**src/rtl/mod_148_9_dplca_aging_if.sv**
```systemverilog
// The DPLCA aging engine bus interface is declared in
// rtl/mod_148_9_dplca_aging_param_if.sv (mod_148_9_dplca_aging_param_if).

```
**src/rtl/mod_148_9_dplca_aging_param_if.sv**
```systemverilog
// Bundles the configuration, TXOP-end event, claim read port and status
// outputs of the DPLCA claim-table aging engine.
//   master : drives aging enable, TXOP-end event (claim/id), aging thresholds, rd_id;
//            observes rd_claim and the status outputs
//   slave  : the aging engine
interface mod_148_9_dplca_aging_param_if #(
    parameter int ID_W  = 8,
    parameter int CNT_W = 16
);
    logic             dplca_aging;
    logic             dplca_txop_end;
    logic [1:0]       dplca_txop_claim;
    logic [ID_W-1:0]  dplca_txop_id;
    logic [CNT_W-1:0] hard_aging_cycles;
    logic [CNT_W-1:0] soft_aging_cycles;
    logic [ID_W-1:0]  rd_id;
    logic [1:0]       rd_claim;
    logic [2:0]       mod_state;
    logic [CNT_W-1:0] long_cnt;
    logic [CNT_W-1:0] short_cnt;
    logic             dplca_new_age;
    logic             dplca_txop_table_upd;

    modport master (
        output dplca_aging, dplca_txop_end, dplca_txop_claim, dplca_txop_id,
               hard_aging_cycles, soft_aging_cycles, rd_id,
        input  rd_claim, mod_state, long_cnt, short_cnt, dplca_new_age,
               dplca_txop_table_upd
    );

    modport slave (
        input  dplca_aging, dplca_txop_end, dplca_txop_claim, dplca_txop_id,
               hard_aging_cycles, soft_aging_cycles, rd_id,
        output rd_claim, mod_state, long_cnt, short_cnt, dplca_new_age,
               dplca_txop_table_upd
    );
endinterface

```
**src/rtl/mod_148_9_dplca_aging_param.sv**
```systemverilog
// DPLCA TXOP claim-table aging engine.
// Keeps the live claim table and a shadow "new" table. Each TXOP end records
// the HARD/SOFT claim of that TXOP id. On id-0 TXOPs (one per PLCA cycle) the
// hard-age counter swaps the shadow table in, and the soft-age counter purges
// SOFT claims from the live table.
// Ports: clk, reset (async, active-high), bus (slave modport: enable, TXOP
// event, thresholds, claim read port, state/counter/event status).
//
// state         | meaning
// DISABLED      | aging off, tables held at NONE
// WAIT_TXOP_END | idle, waiting for a TXOP to end
// TXOP_END      | apply hard/soft aging (id 0 only)
// UPDATE_HARD   | record HARD claim in both tables
// UPDATE_SOFT   | record SOFT claim in both tables unless already HARD
// NOTIFY        | table update flagged; wait for txop_end to drop
module mod_148_9_dplca_aging_param #(
    parameter int N_TXOP = 256,
    parameter int ID_W   = 8,
    parameter int CNT_W  = 16
) (
    input  logic                            clk,
    input  logic                            reset,
    mod_148_9_dplca_aging_param_if.slave    bus
);
    localparam logic [1:0] CLAIM_SOFT = 2'b00;
    localparam logic [1:0] CLAIM_HARD = 2'b01;
    localparam logic [1:0] CLAIM_NONE = 2'b10;

    typedef enum logic [2:0] {
        DISABLED      = 3'd0,
        WAIT_TXOP_END = 3'd1,
        TXOP_END      = 3'd2,
        UPDATE_HARD   = 3'd3,
        UPDATE_SOFT   = 3'd4,
        NOTIFY        = 3'd5
    } state_t;

    state_t           state_q, state_d;
    logic [1:0]       tbl_q [N_TXOP];
    logic [1:0]       tbl_d [N_TXOP];
    logic [1:0]       new_q [N_TXOP];
    logic [1:0]       new_d [N_TXOP];
    logic [1:0]       claim_q, claim_d;
    logic [ID_W-1:0]  id_q, id_d;
    logic [CNT_W-1:0] long_q, long_d;
    logic [CNT_W-1:0] short_q, short_d;
    logic             new_age_q, new_age_d;
    logic             upd_q, upd_d;
    logic             id_ok;

    assign id_ok = int'(id_q) < N_TXOP;

    always_comb begin
        state_d   = state_q;
        tbl_d     = tbl_q;
        new_d     = new_q;
        claim_d   = claim_q;
        id_d      = id_q;
        long_d    = long_q;
        short_d   = short_q;
        new_age_d = new_age_q;
        upd_d     = upd_q;
        if (!bus.dplca_aging) begin
            state_d = DISABLED;
            for (int i = 0; i < N_TXOP; i++) begin
                tbl_d[i] = CLAIM_NONE;
                new_d[i] = CLAIM_NONE;
            end
            long_d    = '0;
            short_d   = '0;
            new_age_d = 1'b0;
            upd_d     = 1'b0;
        end else begin
            case (state_q)
                DISABLED: state_d = WAIT_TXOP_END;
                WAIT_TXOP_END: begin
                    new_age_d = 1'b0;
                    upd_d     = 1'b0;
                    if (bus.dplca_txop_end) begin
                        claim_d = bus.dplca_txop_claim;
                        id_d    = bus.dplca_txop_id;
                        state_d = TXOP_END;
                    end
                end
                TXOP_END: begin
                    if (id_q == '0) begin
                        if (long_q == bus.hard_aging_cycles) begin
                            tbl_d = new_q;
                            for (int i = 0; i < N_TXOP; i++) new_d[i] = CLAIM_NONE;
                            long_d    = '0;
                            new_age_d = 1'b1;
                        end else begin
                            long_d = long_q + CNT_W'(1);
                        end
                        // purge works on the post-swap table so a SOFT entry
                        // promoted from the shadow table is also removed
                        if (short_q == bus.soft_aging_cycles) begin
                            for (int i = 0; i < N_TXOP; i++)
                                if (tbl_d[i] == CLAIM_SOFT) tbl_d[i] = CLAIM_NONE;
                            short_d   = '0;
                            new_age_d = 1'b1;
                        end else begin
                            short_d = short_q + CNT_W'(1);
                        end
                    end
                    if (claim_q == CLAIM_HARD) begin
                        state_d = UPDATE_HARD;
                    end else if (claim_q == CLAIM_SOFT) begin
                        state_d = UPDATE_SOFT;
                    end else begin
                        state_d = NOTIFY;
                        upd_d   = 1'b1;
                    end
                end
                UPDATE_HARD: begin
                    if (id_ok) begin
                        tbl_d[id_q] = CLAIM_HARD;
                        new_d[id_q] = CLAIM_HARD;
                    end
                    state_d = NOTIFY;
                    upd_d   = 1'b1;
                end
                UPDATE_SOFT: begin
                    if (id_ok) begin
                        if (tbl_q[id_q] != CLAIM_HARD) tbl_d[id_q] = CLAIM_SOFT;
                        if (new_q[id_q] != CLAIM_HARD) new_d[id_q] = CLAIM_SOFT;
                    end
                    state_d = NOTIFY;
                    upd_d   = 1'b1;
                end
                NOTIFY: begin
                    if (!bus.dplca_txop_end) begin
                        state_d   = WAIT_TXOP_END;
                        new_age_d = 1'b0;
                        upd_d     = 1'b0;
                    end
                end
                default: state_d = DISABLED;
            endcase
        end
    end

    always_ff @(posedge clk or posedge reset) begin
        if (reset) begin
            state_q   <= DISABLED;
            for (int i = 0; i < N_TXOP; i++) begin
                tbl_q[i] <= CLAIM_NONE;
                new_q[i] <= CLAIM_NONE;
            end
            claim_q   <= CLAIM_NONE;
            id_q      <= '0;
            long_q    <= '0;
            short_q   <= '0;
            new_age_q <= 1'b0;
            upd_q     <= 1'b0;
        end else begin
            state_q   <= state_d;
            tbl_q     <= tbl_d;
            new_q     <= new_d;
            claim_q   <= claim_d;
            id_q      <= id_d;
            long_q    <= long_d;
            short_q   <= short_d;
            new_age_q <= new_age_d;
            upd_q     <= upd_d;
        end
    end

    assign bus.rd_claim             = (int'(bus.rd_id) < N_TXOP) ? tbl_q[bus.rd_id] : CLAIM_NONE;
    assign bus.mod_state            = state_q;
    assign bus.long_cnt             = long_q;
    assign bus.short_cnt            = short_q;
    assign bus.dplca_new_age        = new_age_q;
    assign bus.dplca_txop_table_upd = upd_q;
endmodule

```
**src/flat_wrapper.sv**
```systemverilog
// flat-port wrapper written by rule: the top's interface ports become plain ports
module mod_148_9_dplca_aging_param_flat 
#(
    parameter int N_TXOP = 256,
    parameter int ID_W   = 8,
    parameter int CNT_W  = 16
)
  (clk, reset, bus_dplca_aging, bus_dplca_txop_end, bus_dplca_txop_claim, bus_dplca_txop_id, bus_hard_aging_cycles, bus_soft_aging_cycles, bus_rd_id, bus_rd_claim, bus_mod_state, bus_long_cnt, bus_short_cnt, bus_dplca_new_age, bus_dplca_txop_table_upd);
  mod_148_9_dplca_aging_param_if #(.ID_W(ID_W), .CNT_W(CNT_W)) bus_i ();
  input  logic clk;
  input  logic reset;
  input wire logic [$bits(bus_i.dplca_aging)-1:0] bus_dplca_aging;
  input wire logic [$bits(bus_i.dplca_txop_end)-1:0] bus_dplca_txop_end;
  input wire logic [$bits(bus_i.dplca_txop_claim)-1:0] bus_dplca_txop_claim;
  input wire logic [$bits(bus_i.dplca_txop_id)-1:0] bus_dplca_txop_id;
  input wire logic [$bits(bus_i.hard_aging_cycles)-1:0] bus_hard_aging_cycles;
  input wire logic [$bits(bus_i.soft_aging_cycles)-1:0] bus_soft_aging_cycles;
  input wire logic [$bits(bus_i.rd_id)-1:0] bus_rd_id;
  output wire logic [$bits(bus_i.rd_claim)-1:0] bus_rd_claim;
  output wire logic [$bits(bus_i.mod_state)-1:0] bus_mod_state;
  output wire logic [$bits(bus_i.long_cnt)-1:0] bus_long_cnt;
  output wire logic [$bits(bus_i.short_cnt)-1:0] bus_short_cnt;
  output wire logic [$bits(bus_i.dplca_new_age)-1:0] bus_dplca_new_age;
  output wire logic [$bits(bus_i.dplca_txop_table_upd)-1:0] bus_dplca_txop_table_upd;
  assign bus_i.dplca_aging = bus_dplca_aging;
  assign bus_i.dplca_txop_end = bus_dplca_txop_end;
  assign bus_i.dplca_txop_claim = bus_dplca_txop_claim;
  assign bus_i.dplca_txop_id = bus_dplca_txop_id;
  assign bus_i.hard_aging_cycles = bus_hard_aging_cycles;
  assign bus_i.soft_aging_cycles = bus_soft_aging_cycles;
  assign bus_i.rd_id = bus_rd_id;
  assign bus_rd_claim = bus_i.rd_claim;
  assign bus_mod_state = bus_i.mod_state;
  assign bus_long_cnt = bus_i.long_cnt;
  assign bus_short_cnt = bus_i.short_cnt;
  assign bus_dplca_new_age = bus_i.dplca_new_age;
  assign bus_dplca_txop_table_upd = bus_i.dplca_txop_table_upd;
  mod_148_9_dplca_aging_param #(.N_TXOP(N_TXOP), .ID_W(ID_W), .CNT_W(CNT_W)) u_core (.clk(clk), .reset(reset), .bus(bus_i));
endmodule
```
**config.mk**
```make
export PLATFORM = sky130hd
export DESIGN_NAME = mod_148_9_dplca_aging_param_flat
export DESIGN_NICKNAME = d
export VERILOG_FILES = /design/src/rtl/mod_148_9_dplca_aging_if.sv /design/src/rtl/mod_148_9_dplca_aging_param_if.sv /design/src/rtl/mod_148_9_dplca_aging_param.sv /design/src/flat_wrapper.sv
export SDC_FILE = /design/constraint.sdc
export NUM_CORES = 2
export LEC_CHECK = 0
export ABC_AREA = 1
export CAP_MARGIN = 20
export CELL_PAD_IN_SITES_DETAIL_PLACEMENT = 1
export CELL_PAD_IN_SITES_GLOBAL_PLACEMENT = 1
export CORE_AREA = 5 5 430 432
export CTS_CLUSTER_SIZE = 25
export DETAILED_ROUTE_END_ITERATION = 10
export DIE_AREA = 0 0 435 437
export PLACE_DENSITY_LB_ADDON = 0.25
export RECOVER_POWER = 100
export SYNTH_ARGS = -nofsm -noshare
export SYNTH_HDL_FRONTEND = slang
export SYNTH_SLANG_ARGS = --single-unit
export TNS_END_PERCENT = 100
```
**constraint.sdc**
```tcl
create_clock -name clk -period 42.4 [get_ports clk]
set_input_delay 10.6 -clock clk [delete_from_list [all_inputs] [get_ports clk]]
set_output_delay 10.6 -clock clk [all_outputs]
set_load 0.02 [all_outputs]
```
==> out/results.txt <==
Netlist cell types: 43
Status: finished, violations left
Post-CTS setup buffer count: 0
CP Buf/Inv Count: 5
Fin cells: 15.7k
Die area: 190000 µm²
Dominant cells by area after synthesis: nand2_1 24%, dfrtp_1 17%, dfstp_2 16%
#FFs+latches synth: 1071
Setup WS pre-CTS: 17.07 ns
Area leader, netlist: nand2_1
Avg Cell Area, Syn: 5.95 µm²
Peak supply drop: 92.8 µV
Height of the die: 437 µm
All-Layer GR Usage: 0.412
Pre-antenna DRT Iters: 6
Area delta synth->final: 7.02%
Fill cells: 25.0k
GRT overflow: 0
Register Area: 27500 µm²
R2r startpoint: u_core.id_q[0]
Placed Area: 83600 µm²
Syn_nets: 13.9k
Critical path class: primary input to register
WL/cell: 26.0 µm
Htree depth: 4
CTS Buf Count: 140
Post-layout min period: 33.39 ns
Top delay family on crit path: buffers and inverters
Critical Path Sink Type: register
Max Fanout on Critical Path: 171
Via count: 101k
Clk pwr share: 0.186
Largest stage delay on the critical path: 7.11 ns
Port bufs: 92
Hold Path Class: register to register
Synth Flop Type: dfrtp_1
Fin. Hold Viols: 0
Final core occ: 0.489
WHS Endpoint: u_core.new_q[19]
Design Power: 6.79 mW
CTS tree: yes
R2R cell count: 20
Logic pwr share: 0.502
Seq/Total Area, Yosys: 0.333
Initial antenna violation count: 31
Clock slew seen by the registers of the worst setup and hold paths: 0.06 ns
Reg power frac: 0.312
Startpoint Class: primary input
WP data arrival: 34.14 ns
R2r setup slk: 21.63 ns
DRT iter0 DRCs: 11.4k
Vias per cell: 6.42
Most common cell on crit path: nand2_1
IO Count: 93
Root Buffer Master: clkbuf_16
DR DRC count: 0
Final worst slack: 9.01 ns
Post-synth EDFFs: 0
CTS Sinks: 1071
Max-slew headroom: -5.60
Failing checks: capacitance limit, slew limit
Cell area after synthesis: 82300 µm²
Clock buffer depth: 3
Post_cts resized: 0
Gpl congestion: 0.938
Cells after Synth: 13.8k
DRT antenna net count: 0
Final Instance Area: 88100 µm²
Final period utilization: 0.787
Row count: 156
Core box area: 180000 µm²
Unrepaired setup endpoints after global routing: false
Max Cap Viol: 30
Layout cells sized above 1: 0.0700
Vias in the first global route: 101k
Max Freq: 29.9 MHz
Max-slew violation count: 2135
Pin count of the biggest net entering global routing: 178
Sw Share: 0.521
Final WL: 408 mm
Hold path cells: 2
Multi-input logic area: 46900 µm²
Hold-fix buffers at CTS: 0
Synth top cells by count: 5323 x nand2_1, 1597 x nand3_1, 1473 x o21ai_0
Sw Pwr: 3.54 mW
Clock Latency Late Sink: 0.83 ns
Syn. warnings: 0
Cell-internal power: 3.25 mW
Leakage: 44.3 nW
Count leader, synth: nand2_1
Slowest CP cell: clkbuf_1
Fin nets: 13.3k
Top cell type's share of synthesized area: 0.243
Hpwl dp: 243 mm
Critical path, cell by cell: clkbuf_1, clkinv_1, nor3_1, nand2_1, nor2_1, nand2_1, inv_1, nand2_1, nor2_1, nand2_1, nand2_1, clkbuf_1, buf_4, nand2_1, nand2_1
R2r endpoint: u_core.tbl_q[95]
Ys async rst share: 1.00
Setup violators final: 0
Die W: 435 µm
Initial core utilization: 0.457
TNS Setup: 0 ns
CP Data Required Time: 43.15 ns
Min-delay src: u_core.new_q[19]
Final hold slack: 0.461 ns
Clock Skews: 0.0415 ns
Placed Cells: 15.4k
Slew @ Worst Pin: 9.90 ns
Pwr/cell area: 77.1 nW/µm²
First-pass GRT wire length: 617 mm
==> sequential cells by signal (all words and copies together), names as in the netlist <==
signal / flops
u_core.bus.dplca_new_age: 1
u_core.bus.dplca_txop_table_upd: 1
u_core.bus.long_cnt: 16
u_core.bus.mod_state: 3
u_core.bus.short_cnt: 16
u_core.claim_q: 2
u_core.id_q: 8
u_core.new_q: 512
u_core.tbl_q: 512
==> cells in the final DEF, fill, tap and decap left out, types with 24 or more instances in the layout <==
| cell | count |
|---|---|
| clkbuf_16 | 143 |
| nand4_1 | 104 |
| o21ai_0 | 1474 |
| clkdlybuf4s50_1 | 49 |
| a21oi_1 | 479 |
| dlygate4sd3_1 | 38 |
| a211oi_1 | 24 |
| dfrtp_1 | 556 |
| nor3_1 | 29 |
| clkbuf_8 | 35 |
| nand3_1 | 1597 |
| inv_1 | 948 |
| nor2_1 | 1274 |
| dfstp_2 | 513 |
| clkbuf_1 | 61 |
| clkinv_2 | 29 |
| nand2_1 | 5325 |
| buf_4 | 134 |
| o211ai_1 | 337 |
==> worst register-to-register path, cell delays in order, from the launching register on <==
cell	delay [ns]
dfrtp_4	0.75
nor2_4	1.03
buf_4	0.65
buf_4	0.53
buf_4	0.63
a21oi_1	0.18
nand2_1	0.10
nand2_1	0.06
nand2_1	0.14
o21ai_1	0.15
nand2_1	0.13
nand2_1	0.07
nand2_1	0.18
nor2_1	0.07
nand2_1	0.07
nand2_1	2.39
nand2_1	4.55
clkbuf_1	7.12
buf_4	1.63
nand2_1	0.18
nand2_1	0.10
==> per-layer routing <==
layer,track usage,part of all wire,vias to the layer above
li1,-,-,43300
met1,0.508,0.38,49800
met2,0.632,0.43,6012
met3,0.108,0.12,1767
met4,0.284,0.079,24
met5,0.000504,0.00037,-
==> power groups by stage <==
stage | logic, mW | registers (mW) | clock network [mW]
finish | 3.41 | 2.12 | 1.26
CTS | 3.25 | 2.08 | 1.27
floorplan | 2.16 | 1.85 | 0
global placement | 3.09 | 2.07 | 0
detailed placement | 3.23 | 2.09 | 0
global route | 3.64 | 2.14 | 1.31
==> cells by family (layout without fill, tap and decap cells) <==
kind of cell | Yosys count | after routing | share of synthesized area
AOI/OAI and AO/OA | 2356 | 2356 | 0.155
xor gates and xnor gates | 30 | 30 | 0.00319
adders and majority gates | 2 | 2 | 0.000304
buffers and inverters | 2017 | 1506 | 0.0981
DFF | 1071 | 1071 | 0.333
muxes | 5 | 5 | 0.000669
other | 0 | 19 | 0
and+or+nand+nor | 8353 | 8353 | 0.410
==> worst max path at each step <==
| stage | from | to | slack [ns] | depth (start not counted) |
|---|---|---|---|---|
| floorplan | reset | u_core.bus.dplca_new_age | 2.50 | 1 |
| global placement | bus_rd_id[0] | bus_rd_claim[0] | 17.24 | 15 |
| detailed placement | bus_rd_id[1] | bus_rd_claim[0] | 17.07 | 14 |
| CTS | bus_rd_id[1] | bus_rd_claim[0] | 17.06 | 14 |
| global route | bus_dplca_aging | u_core.tbl_q[95] | 8.70 | 15 |
| finish | bus_dplca_aging | u_core.tbl_q[95] | 9.01 | 15 |
==> layout make-up <==
class / count / share of cell area
antenna: 19 / 0.000540
clock buffer: 212 / 0.0474
clock inverter: 45 / 0.00571
inverter: 981 / 0.0424
multi-input combinational: 10700 / 0.532
sequential: 1071 / 0.311
tap: 2370 / 0.0336
timing repair buffer: 268 / 0.0269
Note: power is estimated with default switching activity, not from simulation.
